==> config.mk <==
export PLATFORM = sky130hd
export DESIGN_NAME = timer_ctrl_core_flat
export DESIGN_NICKNAME = d
export VERILOG_FILES = /design/src/rtl/timer_pkg.sv /design/src/rtl/timer_ctrl_core_if.sv /design/src/rtl/timer_ctrl_core_lap_fifo.sv /design/src/rtl/timer_ctrl_core.sv /design/src/flat_wrapper.sv
export SDC_FILE = /design/constraint.sdc
export NUM_CORES = 1
export LEC_CHECK = 0
export ABC_AREA = 0
export CAP_MARGIN = 20
export CORE_AREA = 2 2 106 108
export CTS_CLUSTER_SIZE = 25
export DETAILED_ROUTE_END_ITERATION = 12
export DIE_AREA = 0 0 108 110
export GPL_TIMING_DRIVEN = 0
export PLACE_DENSITY = 0.81
export SLEW_MARGIN = 30
export SYNTH_ARGS = -nofsm -noshare
export SYNTH_HDL_FRONTEND = slang
export SYNTH_SLANG_ARGS = --single-unit
==> constraint.sdc <==
create_clock -name clk -period 3.85 [get_ports clk]
set_clock_uncertainty 0.05 [all_clocks]
set_input_delay 0.5775 -clock clk [delete_from_list [all_inputs] [get_ports clk]]
set_output_delay 0.5775 -clock clk [all_outputs]
set_load 0.02 [all_outputs]
==> src/rtl/timer_pkg.sv <==
// Shared constants for the stopwatch/timer core: FSM encoding and width defaults.
package timer_pkg;

  localparam logic [1:0] ST_IDLE    = 2'd0;
  localparam logic [1:0] ST_RUNNING = 2'd1;
  localparam logic [1:0] ST_PAUSED  = 2'd2;
  localparam logic [1:0] ST_EXPIRED = 2'd3;

  localparam int unsigned CNT_W_DEF     = 16;
  localparam int unsigned PRE_DIV_DEF   = 4;
  localparam int unsigned LAP_DEPTH_DEF = 4;

  // Pointer/counter width that stays at least one bit for degenerate sizes.
  function automatic int unsigned clog2_min1(int unsigned v);
    return (v > 1) ? $clog2(v) : 1;
  endfunction

endpackage

==> src/rtl/timer_ctrl_core_if.sv <==
// Command/status bundle between the button logic (master) and the timer core (slave).
interface timer_ctrl_core_if #(
  parameter int unsigned CNT_W = timer_pkg::CNT_W_DEF
) ();
  logic             start;
  logic             stop;
  logic             reset;
  logic             lap;
  logic             mode_down;
  logic [CNT_W-1:0] load_val;
  logic             lap_rd;
  logic [1:0]       state;
  logic [CNT_W-1:0] count;
  logic             done;
  logic             wrap;
  logic             cleared;
  logic [CNT_W-1:0] lap_data;
  logic             lap_valid;
  logic             lap_full;
  logic             lap_ovf;

  modport master (
    output start, stop, reset, lap, mode_down, load_val, lap_rd,
    input  state, count, done, wrap, cleared, lap_data, lap_valid, lap_full, lap_ovf
  );

  modport slave (
    input  start, stop, reset, lap, mode_down, load_val, lap_rd,
    output state, count, done, wrap, cleared, lap_data, lap_valid, lap_full, lap_ovf
  );
endinterface

==> src/rtl/timer_ctrl_core_lap_fifo.sv <==
// First-word-fall-through FIFO for lap times; the head is held in its own register.
module lap_fifo
  import timer_pkg::*;
#(
  parameter int unsigned WIDTH = CNT_W_DEF,
  parameter int unsigned DEPTH = LAP_DEPTH_DEF
) (
  input  logic             clk,
  input  logic             rst_n,
  input  logic             push,
  input  logic             pop,
  input  logic             flush,
  input  logic [WIDTH-1:0] data_in,
  output logic [WIDTH-1:0] data_out,
  output logic             empty,
  output logic             full
);
  localparam int unsigned PTR_W = clog2_min1(DEPTH);
  localparam int unsigned LVL_W = PTR_W + 1;

  logic [WIDTH-1:0] mem_q [DEPTH];
  logic [PTR_W-1:0] wr_q, wr_d, rd_q, rd_d;
  logic [LVL_W-1:0] lvl_q, lvl_d;
  logic [WIDTH-1:0] head_q, head_d;
  logic             push_ok, pop_ok;

  assign empty   = (lvl_q == '0);
  assign full    = (lvl_q == LVL_W'(DEPTH));
  assign pop_ok  = pop && !empty;
  assign push_ok = push && (!full || pop_ok);

  // A push that lands in an empty (or just-drained) FIFO becomes the new head directly.
  always_comb begin
    wr_d   = wr_q;
    rd_d   = rd_q;
    lvl_d  = lvl_q;
    head_d = head_q;
    if (flush) begin
      wr_d   = '0;
      rd_d   = '0;
      lvl_d  = '0;
      head_d = '0;
    end else begin
      wr_d  = wr_q + PTR_W'(push_ok);
      rd_d  = rd_q + PTR_W'(pop_ok);
      lvl_d = lvl_q + LVL_W'(push_ok) - LVL_W'(pop_ok);
      if (lvl_d == '0) begin
        head_d = '0;
      end else if (push_ok && (lvl_q == LVL_W'(pop_ok))) begin
        head_d = data_in;
      end else begin
        head_d = mem_q[rd_d];
      end
    end
  end

  always_ff @(posedge clk or negedge rst_n) begin
    if (!rst_n) begin
      wr_q   <= '0;
      rd_q   <= '0;
      lvl_q  <= '0;
      head_q <= '0;
      for (int i = 0; i < int'(DEPTH); i++) mem_q[i] <= '0;
    end else begin
      wr_q   <= wr_d;
      rd_q   <= rd_d;
      lvl_q  <= lvl_d;
      head_q <= head_d;
      if (push_ok && !flush) mem_q[wr_q] <= data_in;
    end
  end

  assign data_out = head_q;

endmodule

==> src/rtl/timer_ctrl_core.sv <==
// Stopwatch/timer: run/pause FSM, prescaled up/down counter and lap-capture buffer.
module timer_ctrl_core
  import timer_pkg::*;
#(
  parameter int unsigned CNT_W     = CNT_W_DEF,
  parameter int unsigned PRE_DIV   = PRE_DIV_DEF,
  parameter int unsigned LAP_DEPTH = LAP_DEPTH_DEF
) (
  input logic               clk,
  input logic               rst_n,
  timer_ctrl_core_if.slave  bus
);
  localparam int unsigned PRE_W = clog2_min1(PRE_DIV);

  logic [1:0]       state_q, state_d;
  logic [CNT_W-1:0] cnt_q, cnt_d;
  logic [PRE_W-1:0] pre_q, pre_d;
  logic             dir_q, dir_d;
  logic             wrap_q, wrap_d;
  logic             ovf_q, ovf_d;
  logic             done_q, done_d;
  logic             cleared_q, cleared_d;

  logic             go, tick;
  logic             lap_req, lap_pop, lap_drop;
  logic             fifo_empty, fifo_full;
  logic [CNT_W-1:0] fifo_head;

  // stop outranks start, so a simultaneous start is discarded.
  assign go   = bus.start && !bus.stop;
  assign tick = (state_q == ST_RUNNING) && (pre_q == PRE_W'(PRE_DIV - 1));

  assign lap_req  = bus.lap && !bus.reset &&
                    ((state_q == ST_RUNNING) || (state_q == ST_PAUSED));
  assign lap_pop  = bus.lap_rd && !bus.reset && !fifo_empty;
  assign lap_drop = lap_req && fifo_full && !lap_pop;

  always_comb begin
    state_d   = state_q;
    cnt_d     = cnt_q;
    pre_d     = pre_q;
    dir_d     = dir_q;
    wrap_d    = wrap_q;
    ovf_d     = ovf_q;
    done_d    = 1'b0;
    cleared_d = 1'b0;
    if (bus.reset) begin
      state_d   = ST_IDLE;
      cnt_d     = '0;
      pre_d     = '0;
      wrap_d    = 1'b0;
      ovf_d     = 1'b0;
      cleared_d = 1'b1;
    end else begin
      if (lap_drop) ovf_d = 1'b1;
      case (state_q)
        ST_IDLE, ST_EXPIRED: begin
          cnt_d = '0;
          if (go) begin
            dir_d = bus.mode_down;
            pre_d = '0;
            state_d = ST_RUNNING;
            if (bus.mode_down) begin
              cnt_d = bus.load_val;
              if (bus.load_val == '0) begin
                state_d = ST_EXPIRED;
                done_d  = 1'b1;
              end
            end
          end
        end
        ST_RUNNING: begin
          if (bus.stop) begin
            state_d = ST_PAUSED;
          end else if (tick) begin
            pre_d = '0;
            if (!dir_q) begin
              cnt_d = cnt_q + CNT_W'(1);
              if (cnt_q == '1) wrap_d = 1'b1;
            end else begin
              cnt_d = cnt_q - CNT_W'(1);
              if (cnt_q == CNT_W'(1)) begin
                state_d = ST_EXPIRED;
                done_d  = 1'b1;
              end
            end
          end else begin
            pre_d = pre_q + PRE_W'(1);
          end
        end
        ST_PAUSED: begin
          if (go) state_d = ST_RUNNING;
        end
        default: state_d = ST_IDLE;
      endcase
    end
  end

  always_ff @(posedge clk or negedge rst_n) begin
    if (!rst_n) begin
      state_q   <= ST_IDLE;
      cnt_q     <= '0;
      pre_q     <= '0;
      dir_q     <= 1'b0;
      wrap_q    <= 1'b0;
      ovf_q     <= 1'b0;
      done_q    <= 1'b0;
      cleared_q <= 1'b0;
    end else begin
      state_q   <= state_d;
      cnt_q     <= cnt_d;
      pre_q     <= pre_d;
      dir_q     <= dir_d;
      wrap_q    <= wrap_d;
      ovf_q     <= ovf_d;
      done_q    <= done_d;
      cleared_q <= cleared_d;
    end
  end

  lap_fifo #(
    .WIDTH (CNT_W),
    .DEPTH (LAP_DEPTH)
  ) u_lap_fifo (
    .clk      (clk),
    .rst_n    (rst_n),
    .push     (lap_req),
    .pop      (lap_pop),
    .flush    (bus.reset),
    .data_in  (cnt_q),
    .data_out (fifo_head),
    .empty    (fifo_empty),
    .full     (fifo_full)
  );

  assign bus.state     = state_q;
  assign bus.count     = cnt_q;
  assign bus.done      = done_q;
  assign bus.wrap      = wrap_q;
  assign bus.cleared   = cleared_q;
  assign bus.lap_data  = fifo_head;
  assign bus.lap_valid = !fifo_empty;
  assign bus.lap_full  = fifo_full;
  assign bus.lap_ovf   = ovf_q;

endmodule

==> src/flat_wrapper.sv <==
// flat-port wrapper written by rule: the top's interface ports become plain ports
module timer_ctrl_core_flat import timer_pkg::*;
#(
  parameter int unsigned CNT_W     = CNT_W_DEF,
  parameter int unsigned PRE_DIV   = PRE_DIV_DEF,
  parameter int unsigned LAP_DEPTH = LAP_DEPTH_DEF
)
  (clk, rst_n, bus_start, bus_stop, bus_reset, bus_lap, bus_mode_down, bus_load_val, bus_lap_rd, bus_state, bus_count, bus_done, bus_wrap, bus_cleared, bus_lap_data, bus_lap_valid, bus_lap_full, bus_lap_ovf);
  timer_ctrl_core_if #(.CNT_W(CNT_W)) bus_i ();
  input logic clk;
  input logic rst_n;
  input wire logic [$bits(bus_i.start)-1:0] bus_start;
  input wire logic [$bits(bus_i.stop)-1:0] bus_stop;
  input wire logic [$bits(bus_i.reset)-1:0] bus_reset;
  input wire logic [$bits(bus_i.lap)-1:0] bus_lap;
  input wire logic [$bits(bus_i.mode_down)-1:0] bus_mode_down;
  input wire logic [$bits(bus_i.load_val)-1:0] bus_load_val;
  input wire logic [$bits(bus_i.lap_rd)-1:0] bus_lap_rd;
  output wire logic [$bits(bus_i.state)-1:0] bus_state;
  output wire logic [$bits(bus_i.count)-1:0] bus_count;
  output wire logic [$bits(bus_i.done)-1:0] bus_done;
  output wire logic [$bits(bus_i.wrap)-1:0] bus_wrap;
  output wire logic [$bits(bus_i.cleared)-1:0] bus_cleared;
  output wire logic [$bits(bus_i.lap_data)-1:0] bus_lap_data;
  output wire logic [$bits(bus_i.lap_valid)-1:0] bus_lap_valid;
  output wire logic [$bits(bus_i.lap_full)-1:0] bus_lap_full;
  output wire logic [$bits(bus_i.lap_ovf)-1:0] bus_lap_ovf;
  assign bus_i.start = bus_start;
  assign bus_i.stop = bus_stop;
  assign bus_i.reset = bus_reset;
  assign bus_i.lap = bus_lap;
  assign bus_i.mode_down = bus_mode_down;
  assign bus_i.load_val = bus_load_val;
  assign bus_i.lap_rd = bus_lap_rd;
  assign bus_state = bus_i.state;
  assign bus_count = bus_i.count;
  assign bus_done = bus_i.done;
  assign bus_wrap = bus_i.wrap;
  assign bus_cleared = bus_i.cleared;
  assign bus_lap_data = bus_i.lap_data;
  assign bus_lap_valid = bus_i.lap_valid;
  assign bus_lap_full = bus_i.lap_full;
  assign bus_lap_ovf = bus_i.lap_ovf;
  timer_ctrl_core #(.CNT_W(CNT_W), .PRE_DIV(PRE_DIV), .LAP_DEPTH(LAP_DEPTH)) u_core (.clk(clk), .rst_n(rst_n), .bus(bus_i));
endmodule
# Word level (Yosys, flattened, before mapping)

Index checks and enable logic that the tools add are counted.

Register bits: 112
Bits in latches: 0
RAM bits: 0
ROM bits: 0
Bits of input ports: 24
Output and inout bits: 40
Logic and storage cells: 133
Memories kept: 0

Add/sub/neg operators: 7
Multipliers: 0
Divide/modulo/power cells: 0
Magnitude comparators: 3
Eq/ne operators: 17
Shifts and indexed selects: 0
Muxes and demuxes: 52
Bitwise gates (word level): 3
Reductions and logical operators: 35

Operators with widths:

| operator                                                 | number |
|---|---|
| two-way mux 16 bit                                       | 12 |
| bitwise mux 64 bit                                       | 1 |
| binary-select mux 16 bit (select 2 bit)                  | 1 |
| demux 16 bit (select 2 bit)                              | 1 |
| one-hot mux 16 bit (2 select lines)                      | 1 |
| two-way mux 2 bit                                        | 15 |
| two-way mux 1 bit                                        | 17 |
| adder 16 x 1 -> 16 bit, second input constant            | 1 |
| equality test 16 x 1 -> 1 bit, second input constant     | 1 |
| equality test 16 bit, second input constant              | 1 |
| zero test 16 bit                                         | 1 |
| subtractor 16 x 1 -> 16 bit, second input constant       | 1 |
| logical AND 1 bit                                        | 13 |
| AND reduction 5 bit                                      | 2 |
| inequality test 3 x 2 -> 1 bit, second input constant    | 3 |
| AND reduction 3 bit                                      | 3 |
| inequality test 4 x 3 -> 1 bit, second input constant    | 2 |
| nonzero test 2 bit                                       | 4 |
| equality test 2 bit, second input constant               | 3 |
| greater-or-equal comparator 3 bit, second input constant | 2 |
| zero test 3 bit                                          | 2 |
| NOT 2 -> 3 bit                                           | 2 |
| one-hot mux 2 bit (3 select lines)                       | 1 |
| zero test 1 bit                                          | 5 |
| other kinds (20)                                         | 22 |

# Longest topological paths before layout

Depth after elaboration: 12
Mapped depth: 17
Depth with buffers taken out: 15

# By module

Synthesis repeated with hierarchy kept, for this count alone.

Cells, all modules: 501
Area total of the unflattened synthesis: 5,820.6 um^2

By module, submodules not included:

| module          | instances | cells each | area each (um^2) | sequential area each (um^2) |
|---|---|---|---|---|
| lap_fifo        | 1         | 266        | 3,854.9          | 2,177.1 |
| timer_ctrl_core | 1         | 235        | 1,965.6          | 625.6 |

# Worst setup path after synthesis

Ideal clock, no wire load.

Kind: register -> register
Start point: register u_core.state_q[0] (netlist: u_core.bus.state[0])
End point: register u_core.u_lap_fifo.head_q[10] (netlist: u_core.u_lap_fifo.data_out[10])
Setup time: 136 ps
Data arrival time: 3,144 ps
Required time: 3,664 ps
Path slack: 520 ps
Stages on the path, launching flop included: 18
Path buffers: 2
Period minus slack after synthesis: 3,330 ps
Cells stage by stage: dfrtp_1 -> inv_1 -> ha_1 -> buf_2 -> inv_2 -> nand3_1 -> or2_4 -> ha_1 -> inv_1 -> ha_1 -> inv_1 -> fa_1 -> xor2_1 -> xnor2_1 -> nand3b_1 -> nand2_1 -> clkbuf_1 -> a21oi_1

Cells in the longest elaborated chain, start to end: 9
Elaborated cells on any way between the ends: 12
Classes of those cells: add/sub: 2; eq/ne: 2; mux: 3; reduce/logical: 5

Ends and longest elaborated chain:

| element                                                                    | RTL line                       | source |
|---|---|---|
| start, declared                                                            | timer_ctrl_core.sv:15          | `logic [1:0] state_q, state_d;` |
| start signal, assigned                                                     | timer_ctrl_core.sv:110         | `state_q <= state_d;` |
| equality test 2 x 1 -> 1 bit / equality test 2 bit (equally long branches) | timer_ctrl_core.sv:34          | `((state_q == ST_RUNNING) \|\| (state_q == ST_PAUSED));` |
| logical OR 1 bit (*)                                                       | timer_ctrl_core.sv:34          |  |
| logical AND 1 bit (*)                                                      | timer_ctrl_core.sv:33          | `assign lap_req = bus.lap && !bus.reset &&` |
| logical AND 1 bit (*)                                                      | timer_ctrl_core_lap_fifo.sv:30 | `assign push_ok = push && (!full \|\| pop_ok);` |
| adder 3 x 1 -> 3 bit                                                       | timer_ctrl_core_lap_fifo.sv:46 | `lvl_d = lvl_q + LVL_W'(push_ok) - LVL_W'(pop_ok);` |
| subtractor 3 x 1 -> 3 bit                                                  | timer_ctrl_core_lap_fifo.sv:46 |  |
| zero test 3 bit                                                            | timer_ctrl_core_lap_fifo.sv:47 | `if (lvl_d == '0) begin` |
| two-way mux 16 bit (*)                                                     | timer_ctrl_core_lap_fifo.sv:47 |  |
| two-way mux 16 bit (*)                                                     | timer_ctrl_core_lap_fifo.sv:38 | `if (flush) begin` |
| via u_core.u_lap_fifo.head_d[10]                                           | timer_ctrl_core_lap_fifo.sv:24 | `logic [WIDTH-1:0] head_q, head_d;` |
| end signal, assigned                                                       | timer_ctrl_core_lap_fifo.sv:62 | `head_q <= '0;` |
| end signal, assigned                                                       | timer_ctrl_core_lap_fifo.sv:68 | `head_q <= head_d;` |
| end, declared                                                              | timer_ctrl_core_lap_fifo.sv:24 |  |

Mark *: on every way through the listed nets, which the timed path passes. The rest lies on a longest branch.
A chain may end at the register's enable or synchronous reset.

# Final worst setup path

Ends and elaborated chain as after synthesis.

==> reports/qor.csv <==
stage,metric,value,unit
run_status,status,completed,
floorplan,initial core utilization,0.537,
floorplan,Ports,64,
clock_tree,Root Driver,clkbuf_8,
clock_tree,CTS tree,yes,
global_route,number of antenna violations at the first check in global routing,0,
yosys,Synth Area per Inst,11.7,um2
finish,most frequent cells in the layout,"dfrtp_1 (112), mux2_1 (65), clkdlybuf4s50_1 (62), nand2_1 (48), clkbuf_1 (24)",
detailed_routing,Highest Signal Layer,met4,
floorplan,row cnt,38,
floorplan,Die Height,110,um
detailed_routing,1st-pass router iterations,5,
timing,setup TNS,0,ns
setup_path,CP Max Fanout,10,
detailed_routing,Met3 Wirelength,927,um
setup_path,CP required,4.06,ns
finish,fin nets,600,
detailed_routing,via count,4372,
finish,filler instances,850,
hold_path,type of the worst min-delay path,in -> async,
setup_path,crit path buf inv count,6,
finish,ratio of cells with drive above 1 in the final layout,0.107,
global_route,GRT overflow,0,
detailed_routing,DRT met1 WL,6110,um
flow_run,Max-Cap Viols,0,
floorplan,die footprint,0.0119,mm2
timing,worst hold slack,0.0944,ns
floorplan,die width,108,um
setup_path,Register-to-Register Path Depth,17,
clock_tree,Clock Latency Late Sink,0.37,ns
pwr,Cell Pwr Density,547,mW/mm2
timing,FMAX,281,MHz
timing,RSZ-0062 raised after global routing,no,
setup_path,Worst R2R Start,u_core.bus.state[0],
global_route,number of global-route vias before repair,4451,
place,Final HPWL DP,10200,um
timing,Slew @ Worst Pin,0.867,ns
setup_path,"Arr. time, crit path",3.77,ns
yosys,top_reg_cell synth,dfrtp_1,
detailed_routing,DRT Wirelength,14300,um
setup_path,crit path launch type,flop,
global_route,largest net degree at the start of global routing,62,
setup_path,worst-path cell with the longest stage delay,dfrtp_1,
timing,Worst slew margin,0.420,
place,I/O Buffers,63,
clock_tree,Post-CTS Hold Fix Bufs,0,
yosys,Synth async-reset ratio,1.00,
pwr,Peak supply drop,0.296,mV
yosys,post-synthesis sequential area ratio,0.488,
clock_tree,Clock transition at path regs,0.11,ns
setup_path,flop-to-flop setup slack,0.29,ns
clock_tree,clk sink count,112,
clock_tree,clk buf depth,2,
timing,Hold Fails Final Rpt,0,
global_route,first-pass GRT wire length,23200,um
yosys,Syn Inst Count,490,
finish,Synth-to-Final Area Change,18.2,%
setup_path,"delay-heaviest family, CP",adder cells,
setup_path,r2r endpoint,u_core.u_lap_fifo.data_out[10],
yosys,number of synthesized flops with an enable pin,0,
detailed_routing,drc violations,0,
detailed_routing,post-route ant nets,0,
setup_path,Crit path depth,17,
setup_path,crit-path cells,inv_1 > ha_1 > buf_2 > inv_2 > nand3_1 > or2_4 > ha_1 > inv_1 > ha_1 > inv_1 > fa_1 > xor2_1 > xnor2_1 > nand3b_1 > nand2_2 > clkbuf_4 > a21oi_1,
timing,final worst-path cycle share,0.925,
place,GP Congestion,0.911,
finish,"most common cell after layout, fill and taps aside",dfrtp_1,
global_route,GRT Util Overall,0.258,
pwr,P_leak,3.12,nW
detailed_routing,drt wl/cell,20.2,um
yosys,Yosys cell types,63,
detailed_routing,Iteration-0 DRC Markers,330,
clock_tree,CTS Buf Count,9,
floorplan,core area,0.0107,mm2
detailed_routing,vias per cell,6.17,
setup_path,max incr delay on CP,0.41,ns
clock_tree,H-tree depth,3,
yosys,"Warnings, synthesis",0,
setup_path,critical path class,reg -> reg,
clock_tree,"Setup Fix Bufs, Post-CTS",0,
finish,antenna fix cells,0,
detailed_routing,met2 wire length,6980,um
yosys,register bit count reported by yosys,112,
setup_path,Worst setup EP type,flop,
timing,final setup fails,0,
timing,Tmin final,3.56,ns
yosys,synthesized cell area,0.00574,mm2
timing,max-slew violations,0,
yosys,Syn Nets,525,
## per-stage QoR
| step | cell area, um2 | std cells | setup WS (ns) | total power [mW] | utilization |
|---|---|---|---|---|---|
| final | 6790 | 709 | 0.289 | 3.71 | 0.634 |
| after global routing | 6790 | 709 | 0.0539 | 3.94 | 0.634 |
| after CTS | 6780 | 709 | 0.130 | 3.70 | 0.634 |
| after detailed placement | 6580 | 694 | -0.672 | 2.98 | 0.615 |
| after global placement | 6550 | 693 | -2.00 | 2.93 | 0.612 |
| after floorplan | 5740 | 490 | 0.520 | 2.46 | - |
## state kept, by name, summed over array words and instances (netlist names)
register                    flops
u_core.u_lap_fifo.mem_q        64
u_core.bus.count               16
u_core.u_lap_fifo.data_out     16
u_core.u_lap_fifo.lvl_q         3
u_core.bus.state                2
u_core.pre_q                    2
u_core.u_lap_fifo.rd_q          2
u_core.u_lap_fifo.wr_q          2
u_core.bus.cleared              1
u_core.bus.done                 1
u_core.bus.lap_ovf              1
u_core.bus.wrap                 1
u_core.dir_q                    1
## per-layer routing
layer,track usage,vias up
li1,-,1951
met1,0.355,2199
met2,0.418,196
met3,0.0382,26
met4,0.104,0
met5,0,-
## cell families after synthesis
logic type               share of synthesized area
multiplexers                                 0.199
XOR/XNOR                                    0.0107
buffers and inverters                       0.0362
AO/OA/AOI/OAI                               0.0848
adder cells (fa/ha/maj)                     0.0253
AND/OR/NAND/NOR                              0.156
flip-flops                                   0.488
## where the power goes
part / internal, mW / switching [mW] / total, mW
registers: 1.32 / 0.146 / 1.47
clock network: 0.321 / 0.408 / 0.729
logic: 0.629 / 0.886 / 1.52
## cell usage after synthesis, types with 4 or more instances
library cell	instances	area [um2]
dfrtp_1	112	2800
or4_1	4	30.0
o22ai_1	7	43.8
nor2b_1	6	37.5
mux4_2	16	360
nand4_1	7	43.8
clkbuf_1	26	97.6
nand3_1	12	60.1
mux2i_1	4	40.0
nor4_1	9	56.3
o21ai_0	6	30.0
xnor2_1	4	35.0
buf_4	4	30.0
ha_1	10	125
o21ai_1	4	20.0
buf_2	7	35.0
a21oi_1	23	115
and3_1	4	25.0
a22oi_1	10	75.1
nand4b_1	4	35.0
mux2_1	65	732
nor3_1	7	35.0
nand2_1	49	184
inv_1	9	33.8
a211oi_1	5	37.5
nor2_1	14	52.6
a31oi_1	5	31.3
## worst max path at each step
stage,endpoint,from
after CTS,u_core.u_lap_fifo.data_out[10],u_core.bus.state[0]
after detailed placement,u_core.u_lap_fifo.data_out[11],bus_reset
final,u_core.u_lap_fifo.data_out[10],u_core.bus.state[0]
after global routing,u_core.u_lap_fifo.data_out[10],u_core.bus.state[0]
after floorplan,u_core.u_lap_fifo.data_out[10],u_core.bus.state[0]
after global placement,u_core.u_lap_fifo.mem_q[41],rst_n
## area by class of cell
type / count / area, um2 / share of cell area
sequential: 112 / 2800 / 0.413
inverter: 12 / 45.0 / 0.00664
multi-input combinational: 329 / 2730 / 0.403
tap: 140 / 175 / 0.0258
buffer: 37 / 168 / 0.0247
clock buffer: 10 / 138 / 0.0203
clock inverter: 5 / 65.1 / 0.00959
timing repair buffer: 64 / 659 / 0.0972
## what timing repair did
| item | 4_1_cts | 5_1_grt |
|---|---|---|
| gates resized for setup | 2 | 3 |
| endpoints found under the setup margin | 10 | 10 |
| pin swaps | 0 | 0 |
| endpoints found under the hold margin | 0 | 0 |
(Power assumes the default switching activity.)
